**config.mk**
```make
export PLATFORM = sky130hd
export DESIGN_NAME = fetch_stage_flat
export DESIGN_NICKNAME = d
export VERILOG_FILES = /design/src/rtl/fetch_stage_if.sv /design/src/rtl/fetch_stage.sv /design/src/flat_wrapper.sv
export SDC_FILE = /design/constraint.sdc
export NUM_CORES = 1
export LEC_CHECK = 0
export BUFFER_PORTS_ARGS = -buffer_cell sky130_fd_sc_hd__buf_2
export CAP_MARGIN = 20
export CORE_AREA = 8 8 89 91
export CTS_CLUSTER_DIAMETER = 80
export DETAILED_ROUTE_END_ITERATION = 10
export DIE_AREA = 0 0 97 99
export MAX_ROUTING_LAYER = met4
export PLACE_DENSITY = 0.82
export SETUP_SLACK_MARGIN = 0.15
export SLEW_MARGIN = 0
export SYNTH_ARGS = -nofsm -noshare
export SYNTH_HDL_FRONTEND = slang
export SYNTH_SLANG_ARGS = --single-unit
```
**constraint.sdc**
```tcl
create_clock -name clk -period 5.8 [get_ports clk]
set_clock_uncertainty 0.1 [all_clocks]
set_input_delay 1.74 -clock clk [delete_from_list [all_inputs] [get_ports clk]]
set_output_delay 1.74 -clock clk [all_outputs]
set_load 0.1 [all_outputs]
```
**src/rtl/fetch_stage_if.sv**
```systemverilog
`default_nettype none
// ============================================================================
// Module      : fetch_stage_if
// Description : Bundles the hazard, branch-redirect, instruction-cache
//               handshake and IF/ID signals of the fetch stage.
//               master = fetch stage side, slave = surrounding pipeline/cache.
// Revision    : 1.0 - initial release
// ============================================================================
interface fetch_stage_if;
    // hazard / redirect inputs
    logic        Stall;
    logic        BranchTaken;
    logic [15:0] BranchTarget;
    // instruction-cache handshake
    logic        IReqValid;
    logic [15:0] IReqAddr;
    logic        IRespValid;
    logic [15:0] IRespData;
    // IF/ID pipeline register feed
    logic [15:0] InstructionOut;
    logic [15:0] PCOut;
    logic        HltOut;
    logic        NoopOut;
    logic        IFIDWriteEnable;

    modport master (
        input  Stall, BranchTaken, BranchTarget, IRespValid, IRespData,
        output IReqValid, IReqAddr, InstructionOut, PCOut, HltOut, NoopOut,
               IFIDWriteEnable
    );

    modport slave (
        output Stall, BranchTaken, BranchTarget, IRespValid, IRespData,
        input  IReqValid, IReqAddr, InstructionOut, PCOut, HltOut, NoopOut,
               IFIDWriteEnable
    );
endinterface
`default_nettype wire

```
**src/rtl/fetch_stage.sv**
```systemverilog
`default_nettype none
// ============================================================================
// Module      : fetch_stage
// Description : IF stage of the 16-bit pipelined CPU. Owns the PC, runs the
//               instruction-cache request/response handshake and handles
//               misses, hazard stalls, ID-stage branch redirects and HLT.
//               A bubble (NoopOut=1) is emitted whenever no instruction is
//               delivered in the current cycle.
// Revision    : 1.0 - initial release
// ============================================================================
module fetch_stage #(
    parameter logic [15:0] RESET_PC   = 16'h0000,
    parameter logic [15:0] PC_INC     = 16'd2,
    parameter logic [3:0]  HLT_OPCODE = 4'hF
) (
    input  logic          clk,
    input  logic          rst,
    fetch_stage_if.master bus
);

    // FETCH  : request issued this cycle at PC
    // MISS   : request outstanding, waiting for the cache
    // REDIR  : request outstanding but its data is dead; jump to redir_pc after
    // HOLD   : word captured while stalled, no request on the bus
    // HALTED : HLT delivered, fetching stopped
    typedef enum logic [2:0] {
        S_FETCH  = 3'd0,
        S_MISS   = 3'd1,
        S_REDIR  = 3'd2,
        S_HOLD   = 3'd3,
        S_HALTED = 3'd4
    } state_t;

    state_t      state;
    state_t      state_next;
    logic [15:0] pc;
    logic [15:0] pc_next;
    logic [15:0] hold_reg;
    logic [15:0] hold_next;
    logic [15:0] redir_pc;
    logic [15:0] redir_next;

    logic        req_valid;     // request driven to the cache this cycle
    logic        deliver;       // a real instruction goes to IF/ID this cycle
    logic [15:0] deliver_word;  // the instruction being delivered
    logic        deliver_hlt;   // delivered word is HLT
    logic [15:0] pc_plus;       // sequential successor, wraps mod 2^16

    assign pc_plus     = pc + PC_INC;
    assign deliver_hlt = (deliver_word[15:12] == HLT_OPCODE);

    // State, PC and capture registers; reset drops any pending request at once
    always_ff @(posedge clk or posedge rst) begin
        if (rst) begin
            state    <= S_FETCH;
            pc       <= RESET_PC;
            hold_reg <= 16'h0000;
            redir_pc <= 16'h0000;
        end else begin
            state    <= state_next;
            pc       <= pc_next;
            hold_reg <= hold_next;
            redir_pc <= redir_next;
        end
    end

    // Next-state decision: branch beats stall and HLT; delivery updates PC last
    always_comb begin
        state_next   = state;
        pc_next      = pc;
        hold_next    = hold_reg;
        redir_next   = redir_pc;
        req_valid    = 1'b0;
        deliver      = 1'b0;
        deliver_word = hold_reg;

        case (state)
            S_FETCH, S_MISS: begin
                req_valid = 1'b1;
                if (bus.BranchTaken) begin
                    // Only a FETCH-cycle hit leaves nothing outstanding; any
                    // miss must drain its request before the redirect lands.
                    if ((state == S_FETCH) && bus.IRespValid) begin
                        pc_next    = bus.BranchTarget;
                        state_next = S_FETCH;
                    end else begin
                        redir_next = bus.BranchTarget;
                        state_next = S_REDIR;
                    end
                end else if (bus.IRespValid) begin
                    if (bus.Stall) begin
                        hold_next  = bus.IRespData;
                        state_next = S_HOLD;
                    end else begin
                        deliver      = 1'b1;
                        deliver_word = bus.IRespData;
                    end
                end else begin
                    state_next = S_MISS;
                end
            end

            S_REDIR: begin
                // Keep the old request on the bus until the cache answers,
                // then throw the data away and jump.
                req_valid = 1'b1;
                if (bus.BranchTaken) begin
                    redir_next = bus.BranchTarget;
                end
                if (bus.IRespValid) begin
                    pc_next    = bus.BranchTaken ? bus.BranchTarget : redir_pc;
                    state_next = S_FETCH;
                end
            end

            S_HOLD: begin
                if (bus.BranchTaken) begin
                    pc_next    = bus.BranchTarget;
                    state_next = S_FETCH;
                end else if (!bus.Stall) begin
                    deliver      = 1'b1;
                    deliver_word = hold_reg;
                end
            end

            S_HALTED: begin
                // Recovery path for an HLT that the ID stage squashes
                if (bus.BranchTaken) begin
                    pc_next    = bus.BranchTarget;
                    state_next = S_FETCH;
                end
            end

            default: begin
                state_next = S_FETCH;
            end
        endcase

        // A delivered HLT freezes the PC; any other word advances it
        if (deliver) begin
            if (deliver_hlt) begin
                state_next = S_HALTED;
            end else begin
                pc_next    = pc_plus;
                state_next = S_FETCH;
            end
        end
    end

    // Outputs; reset suppresses the request and forces a bubble immediately
    always_comb begin
        bus.IReqValid       = req_valid & ~rst;
        bus.IReqAddr        = pc;
        bus.NoopOut         = ~deliver | rst;
        bus.InstructionOut  = (deliver && !rst) ? deliver_word : 16'h0000;
        bus.HltOut          = deliver & deliver_hlt & ~rst;
        bus.PCOut           = pc_plus;
        bus.IFIDWriteEnable = rst ? ~bus.Stall : (~bus.Stall | bus.BranchTaken);
    end

endmodule
`default_nettype wire

```
**src/flat_wrapper.sv**
```systemverilog
// flat-port wrapper written by rule: the top's interface ports become plain ports
module fetch_stage_flat 
#(
    parameter logic [15:0] RESET_PC   = 16'h0000,
    parameter logic [15:0] PC_INC     = 16'd2,
    parameter logic [3:0]  HLT_OPCODE = 4'hF
)
  (clk, rst, bus_Stall, bus_BranchTaken, bus_BranchTarget, bus_IRespValid, bus_IRespData, bus_IReqValid, bus_IReqAddr, bus_InstructionOut, bus_PCOut, bus_HltOut, bus_NoopOut, bus_IFIDWriteEnable);
  fetch_stage_if bus_i ();
  input  logic clk;
  input  logic rst;
  input wire logic [$bits(bus_i.Stall)-1:0] bus_Stall;
  input wire logic [$bits(bus_i.BranchTaken)-1:0] bus_BranchTaken;
  input wire logic [$bits(bus_i.BranchTarget)-1:0] bus_BranchTarget;
  input wire logic [$bits(bus_i.IRespValid)-1:0] bus_IRespValid;
  input wire logic [$bits(bus_i.IRespData)-1:0] bus_IRespData;
  output wire logic [$bits(bus_i.IReqValid)-1:0] bus_IReqValid;
  output wire logic [$bits(bus_i.IReqAddr)-1:0] bus_IReqAddr;
  output wire logic [$bits(bus_i.InstructionOut)-1:0] bus_InstructionOut;
  output wire logic [$bits(bus_i.PCOut)-1:0] bus_PCOut;
  output wire logic [$bits(bus_i.HltOut)-1:0] bus_HltOut;
  output wire logic [$bits(bus_i.NoopOut)-1:0] bus_NoopOut;
  output wire logic [$bits(bus_i.IFIDWriteEnable)-1:0] bus_IFIDWriteEnable;
  assign bus_i.Stall = bus_Stall;
  assign bus_i.BranchTaken = bus_BranchTaken;
  assign bus_i.BranchTarget = bus_BranchTarget;
  assign bus_i.IRespValid = bus_IRespValid;
  assign bus_i.IRespData = bus_IRespData;
  assign bus_IReqValid = bus_i.IReqValid;
  assign bus_IReqAddr = bus_i.IReqAddr;
  assign bus_InstructionOut = bus_i.InstructionOut;
  assign bus_PCOut = bus_i.PCOut;
  assign bus_HltOut = bus_i.HltOut;
  assign bus_NoopOut = bus_i.NoopOut;
  assign bus_IFIDWriteEnable = bus_i.IFIDWriteEnable;
  fetch_stage #(.RESET_PC(RESET_PC), .PC_INC(PC_INC), .HLT_OPCODE(HLT_OPCODE)) u_core (.clk(clk), .rst(rst), .bus(bus_i));
endmodule
```
==> metrics.md, run 1 <==
| Metric | Value |
|---|---|
| Placed cell area | 0.003725 mm² |
| Clk_lat worst skew | 0.30 ns |
| Family with the most delay on the worst path | buffers and inverters |
| Initial drt markers | 239 |
| Final setup margin | 0.3689 ns |
| Setup Total Neg Slack | 0 ns |
| Crit start category | primary input |
| Unique masters post-synth | 50 |
| Crit end category | output pin |
| Synth Flop Type | dfrtp_1 |
| Residual DRC count | 0 |
| RSZ-0062 raised after global routing | false |
| Layout Area Growth over Synthesis | 22.87% |
| DP Wirelength | 6.189 mm |
| FF-to-FF Start | u_core.state[1] |
| Mapped Area | 0.003118 mm² |
| Post-synthesis register bit count | 51 |
| Worst hold margin | 0.4159 ns |
| Fin area | 0.003831 mm² |
| Sequential Area | 0.001276 mm² |
| Gr usage total | 0.1775 |
| EDFF count, synth | 0 |
| Fin. max-slew vios | 0 |
| Critical Path Sink | bus_InstructionOut[3] |
| Wirelength, routed | 8.421 mm |
| Yosys warnings | 0 |
| Mapped Avg Cell Area | 9.898 µm² |
| Crit path max fanout | 18 |
| Tcrit/Tclk final | 0.9364 |
| GPL Wtd Cong | 0.9063 |
| Max_cap viols | 0 |
| IO buf count | 88 |
| Initial antenna violation count | 0 |
| Commonest cells after routing, fill and taps aside | buf_2 (87), dfrtp_1 (51), nand2_1 (42) |
| Initial DRT Pass Iterations | 5 |
| Crit. Startpoint | bus_IRespValid |
| Wire per inst | 17.80 µm |
| Min-Delay Path Class | reg -> reg |
| Sequential area share after synthesis | 0.4093 |
| First-pass GRT wire length | 14.23 mm |
| Power Density | 525.0 mW/mm² |
| Root Driver | clkbuf_8 |
| Kind of critical path | in -> out |
| Starting Density | 0.4747 |
| Die extent in x | 97 µm |
| Achievable Freq | 184.1 MHz |
| Placed cell count | 464 |
| Antenna Nets Post-Route | 0 |
| Asr flop ratio synth | 1.000 |
| Final Non-Filler Cells | 473 |
| Final Hold Vio Count | 0 |
| Slew HR | 0.3103 |
| Num ports | 89 |
| Largest net degree at the start of global routing | 52 |
| Crit path cell chain | buf_2 > mux2i_1 > or4_4 > nand2b_1 > buf_4 > a21oi_2 > buf_2 |
| Die H | 99 µm |
| CTS tree | yes |
| Clk slew on worst S/H paths | 0.09 ns |
| Minimum clock period | 5.431 ns |
| Post-CTS sizing | 0 |
| Antenna Cells | 0 |
| Leakage | 1.687 nW |
| Run status | finished clean |
| Drt via density | 5.892 |
| R2R Setup Slk | 2.86 ns |
| Post-cts hold buffer count | 0 |
| Crit-path most repeated cell | buf_2 |
| Slowest CP cell | or4_4 |
| Clock buffer depth | 2 |
| CP required | 3.96 ns |
| Area of the multi-input gates | 0.001822 mm² |
| WP buf/inv | 3 |
| Net Count, Synth | 353 |
| Total Die Area | 0.009603 mm² |
| Worst-Margin Slew | 1.035 ns |
| Fill count | 561 |
| R2R cell count | 5 |
| Core area | 0.006569 mm² |
| Via count | 2787 |
| Worst path arrival time | 3.59 ns |
| Worst IR Drop VDD | 0.0006220 V |
| Site Rows | 30 |
| Clk sinks | 51 |
| Setup violations, final | 0 |
| Number of global-route vias before repair | 2967 |
| Final Net Count | 430 |
| Pre-CTS setup slack | 0.3708 ns |
| Critical R2R Capture | u_core.bus.IReqAddr[3] |
| Post CTS Setup Buffer Count | 0 |
| CTS H-Tree Depth | 2 |
| Critical Path Stages | 7 |
| Cts bufs inserted | 5 |
| Most common cell after layout, fill and taps aside | buf_2 |
| CP max stage delay | 0.53 ns |
| Cell count after synthesis | 315 |
| Share of cells above drive strength 1 | 0.4224 |
| Total grt overflow | 0 |
==> worst register-to-register path, cell delays in order, from the launching register on <==
cell	delay, ns
dfrtp_1	0.84
mux2i_1	0.16
or4_4	0.53
nor3_4	0.74
mux2i_1	0.16
a211o_1	0.31
==> cell usage after synthesis, types with 2 or more instances <==
| cell type | instances | share of area |
|---|---|---|
| dfrtp_1 | 51 | 0.41 |
| nand2_1 | 42 | 0.051 |
| mux2_2 | 35 | 0.13 |
| a21oi_1 | 23 | 0.037 |
| clkbuf_1 | 12 | 0.014 |
| nor2_1 | 12 | 0.014 |
| a222oi_1 | 11 | 0.035 |
| nand3_1 | 11 | 0.018 |
| xnor2_1 | 11 | 0.031 |
| nand2b_1 | 10 | 0.020 |
| inv_1 | 8 | 0.0096 |
| mux2i_1 | 8 | 0.026 |
| and3_1 | 7 | 0.014 |
| o41a_1 | 7 | 0.025 |
| buf_2 | 6 | 0.0096 |
| nand4_1 | 6 | 0.012 |
| o21ai_0 | 5 | 0.0080 |
| a32oi_1 | 4 | 0.011 |
| and4_1 | 3 | 0.0084 |
| buf_4 | 3 | 0.0072 |
| buf_6 | 3 | 0.011 |
| nand3b_1 | 2 | 0.0048 |
| nor3_1 | 2 | 0.0032 |
| nor4_2 | 2 | 0.0080 |
| o211ai_1 | 2 | 0.0048 |
| o21ai_1 | 2 | 0.0032 |
| o22ai_1 | 2 | 0.0040 |
| or2_2 | 2 | 0.0040 |
| xor2_1 | 2 | 0.0056 |
==> per-stage QoR <==
step | util | power (W)
6_report | 0.5832 | 0.002011
5_1_grt | 0.5832 | 0.002098
4_1_cts | 0.5821 | 0.002019
3_5_place_dp | 0.5670 | 0.001798
3_3_place_gp | 0.5670 | 0.001777
2_1_floorplan | - | 0.001599
==> logic make-up (layout without fill, tap and decap cells) <==
| family | count (synthesis) | count (layout) | share of synthesized area |
|---|---|---|---|
| multiplexers | 43 | 43 | 0.1521 |
| AO/OA/AOI/OAI | 67 | 67 | 0.1617 |
| flip-flops | 51 | 51 | 0.4093 |
| buffers and inverters | 32 | 110 | 0.05176 |
| AND/OR/NAND/NOR | 108 | 108 | 0.1846 |
| adder cells (fa/ha/maj) | 1 | 1 | 0.004012 |
| XOR/XNOR | 13 | 13 | 0.03652 |
==> power by group <==
group | leakage (nW) | internal, W | switching, W | total, W
Combinational | 1.03 | 0.000248 | 0.000963 | 0.00121
Clock | 0.0474 | 0.0000976 | 0.000123 | 0.000220
Sequential | 0.610 | 0.000460 | 0.000119 | 0.000580
Total | 1.69 | 0.000806 | 0.00121 | 0.00201
==> area by class of cell <==
class / count / share of cell area
timing repair buffer: 94 / 0.1306
tap: 80 / 0.02613
clock inverter: 2 / 0.004246
clock buffer: 6 / 0.02155
inverter: 8 / 0.008818
sequential: 51 / 0.3331
multi-input combinational: 232 / 0.4755
==> worst min path at each step <==
stage | from | end | depth (start not counted)
after CTS | u_core.redir_pc[7] | u_core.redir_pc[7] | 1
after detailed placement | u_core.redir_pc[7] | u_core.redir_pc[7] | 1
after global placement | u_core.bus.IReqAddr[0] | u_core.bus.IReqAddr[0] | 2
after global routing | u_core.redir_pc[7] | u_core.redir_pc[7] | 1
after floorplan | u_core.redir_pc[0] | u_core.bus.IReqAddr[0] | 2
final | u_core.redir_pc[8] | u_core.redir_pc[8] | 1
==> layer usage <==
layer	vias up	track usage	part of all wire
met5	-	-	0
met4	0	0.06036	0.0083
met3	6	0.03079	0.050
met2	86	0.2922	0.50
met1	1380	0.2150	0.44
li1	1315	-	-
Note: power is estimated with default switching activity, not from simulation.
==> run 2: changes to the inputs <==
==> constraint.sdc (replaced) <==
create_clock -name clk -period 5.4 [get_ports clk]
set_clock_uncertainty 0.1 [all_clocks]
set_input_delay 1.62 -clock clk [delete_from_list [all_inputs] [get_ports clk]]
set_output_delay 1.62 -clock clk [all_outputs]
set_load 0.1 [all_outputs]
==> run 2 against run 1 <==
Via count is 1.5% higher. Combinational power is 8% higher. Register-to-register slack worse by 0.52 ns. Non-clock buffer count increased by 2. Worst setup slack got worse by 0.12 ns. Total power grew 9.6%. Clock power rose by 25%. Count of clock-buffer cells in the layout is 1 lower. Sequential share of layout area shrank 0.84 points. Critical endpoint unchanged. Highest routed layer unchanged.
==> metrics.md, run 2 (synthesis gave the netlist of run 1 again) <==
| Metric | Value |
|---|---|
| CP max stage delay | 0.44 ns (-0.09 ns) |
| Tcrit/Tclk final | 0.9543 |
| Post-CTS sizing | 0 (unchanged) |
| Min-Delay Path Class | reg -> reg |
| Residual DRC count | 0 (unchanged) |
| RSZ-0062 raised after global routing | false |
| Initial drt markers | 182 (-24%) |
| Met3 usage | 0.04549 (+0.01470) |
| Crit path cell chain | buf_2 > mux2i_1 > or4_4 > nand2b_2 > buf_4 > a21oi_4 > buf_2 |
| Fill count | 537 (-4.3%) |
| Slew HR | 0.2772 (-0.03305) |
| Achievable Freq | 194.0 MHz |
| Clk_lat worst skew | 0.32 ns (+0.02 ns) |
| Kind of critical path | in -> out |
| Post-cts hold buffer count | 0 (unchanged) |
| Largest net degree at the start of global routing | 52 (unchanged) |
| Finished Core Util | 0.5983 (+0.01505) |
| Final Net Count | 432 (+0.47%) |
| DP Wirelength | 6.198 mm (+0.13%) |
| IO buf count | 88 (unchanged) |
| R2R Setup Slk | 2.34 ns (-0.52 ns) |
| Core area | 0.006569 mm² (unchanged) |
| CTS tree | yes |
| Number of global-route vias before repair | 2877 (-3.0%) |
| Worst IR Drop VDD | 0.0008164 V (+31%) |
| Die H | 99 µm (unchanged) |
| Setup Total Neg Slack | 0 ns (unchanged) |
| Site Rows | 30 (unchanged) |
| Total grt overflow | 0 (unchanged) |
| Crit end category | output pin |
| Initial antenna violation count | 0 (unchanged) |
| Crit path max fanout | 18 (unchanged) |
| Fin. max-slew vios | 0 (unchanged) |
| Share of cells above drive strength 1 | 0.4304 (+0.007988) |
| Total Die Area | 0.009603 mm² (unchanged) |
| Commonest cells after routing, fill and taps aside | buf_2 (87), dfrtp_1 (51), nand2_1 (42) |
| Antenna Cells | 0 (unchanged) |
| Initial DRT Pass Iterations | 4 (-1) |
| Pwr Total | 0.002204 W (+9.6%) |
| Wire per inst | 17.61 µm (-1.1%) |
| Minimum clock period | 5.153 ns |
| Drt via density | 5.956 (+1.1%) |
| Antenna Nets Post-Route | 0 (unchanged) |
| Global routing usage on met1 | 0.2284 (+0.01337) |
| Clk slew on worst S/H paths | 0.09 ns (about the same) |
| Num ports | 89 (unchanged) |
| Worst-Margin Slew | 1.080 ns (+0.04540 ns) |
| Cts bufs inserted | 5 (unchanged) |
| Most common cell after layout, fill and taps aside | buf_2 |
| Starting Density | 0.4747 (unchanged) |
| Max_cap viols | 0 (unchanged) |
| CP required | 3.68 ns (-0.28 ns) |
| Wirelength, routed | 8.364 mm (-0.68%) |
| Leakage | 1.712 nW (+1.5%) |
| Root Driver | clkbuf_8 |
| Final setup margin | 0.2466 ns (-0.1224 ns) |
| Die extent in x | 97 µm (unchanged) |
| Clock buffer depth | 2 (unchanged) |
| Final Hold Vio Count | 0 (unchanged) |
| Placed cell count | 467 (+0.65%) |
| Crit start category | primary input |
| Gr usage total | 0.1769 (-0.0005736) |
| Via count | 2829 (+1.5%) |
| GRT busiest layer | met2 |
| Clk sinks | 51 (unchanged) |
| Post CTS Setup Buffer Count | 0 (unchanged) |
| CTS H-Tree Depth | 2 (unchanged) |
| Run status | finished clean |
| M2 GR Usage | 0.2672 (-0.02500) |
| Crit-path most repeated cell | buf_2 |
| Final Non-Filler Cells | 475 (+0.42%) |
| Pre-CTS setup slack | 0.2401 ns (-0.1307 ns) |
| Layout Area Growth over Synthesis | 26.04% |
| Setup violations, final | 0 (unchanged) |
| Slowest CP cell | or4_4 |
| First-pass GRT wire length | 14.01 mm (-1.6%) |
| GPL Wtd Cong | 0.8937 (-1.4%) |
| Power Density | 560.7 mW/mm² (+6.8%) |
| Worst path arrival time | 3.43 ns (-0.16 ns) |
==> run 2: changes by cell type in the layout (fill, tap and decap cells not counted) <==
| cell | previous run | this run |
|---|---|---|
| nand2b_2 | 0 | 1 |
| clkinv_4 | 1 | 0 |
| inv_6 | 0 | 1 |
| nor3_2 | 0 | 1 |
| nor3_1 | 2 | 1 |
| buf_4 | 6 | 8 |
| bufinv_16 | 0 | 1 |
| nand2b_1 | 10 | 9 |
| a21oi_2 | 9 | 1 |
| a21oi_4 | 8 | 16 |
| clkbuf_8 | 6 | 5 |
==> run 2: area by class of cell <==
type / count / area (µm²) / area share
inverters: 8 / 33.78 / 0.008596
flip-flops and latches: 51 / 1276 / 0.3247
clock buffers: 5 / 68.82 / 0.01751
repair buffers: 96 / 515.5 / 0.1312
well taps: 80 / 100.1 / 0.02547
clock inverters: 3 / 46.29 / 0.01178
multi-input cells: 232 / 1889 / 0.4807
==> run 2: where the power goes <==
part | internal, W | switching, W
logic | 0.000267 | 0.00104
clock network | 0.000140 | 0.000136
registers | 0.000494 | 0.000127
==> run 2: worst paths after layout <==
kind,startpoint,to,cells past startpoint
min in group asynchronous,rst,u_core.state[0],3
min,u_core.redir_pc[15],u_core.redir_pc[15],1
min reg2reg,u_core.redir_pc[15],u_core.redir_pc[15],1
max in group asynchronous,rst,u_core.redir_pc[4],3
max reg2reg,u_core.state[1],u_core.bus.IReqAddr[3],6
max,bus_IRespValid,bus_InstructionOut[3],7
==> run 2: through the flow <==
stage	instance area (µm²)	hold WS (ns)
floorplan	3333	0.3774
global placement	3815	0.3864
detailed placement	3815	0.3955
CTS	3930	0.4171
global route	3930	0.4263
finish	3930	0.4139
==> run 2: layer usage <==
layer / vias up / share of wire
met5: - / 0
met4: 0 / 0.0096
met3: 8 / 0.064
met2: 107 / 0.47
met1: 1391 / 0.45
li1: 1323 / -
==> run 2: worst max-delay path, delay by kind of cell <==
family | cells | cell delay, ns
compound gates | 1 | 0.16
buf+inv | 3 | 0.90
mux | 1 | 0.11
simple gates | 2 | 0.62
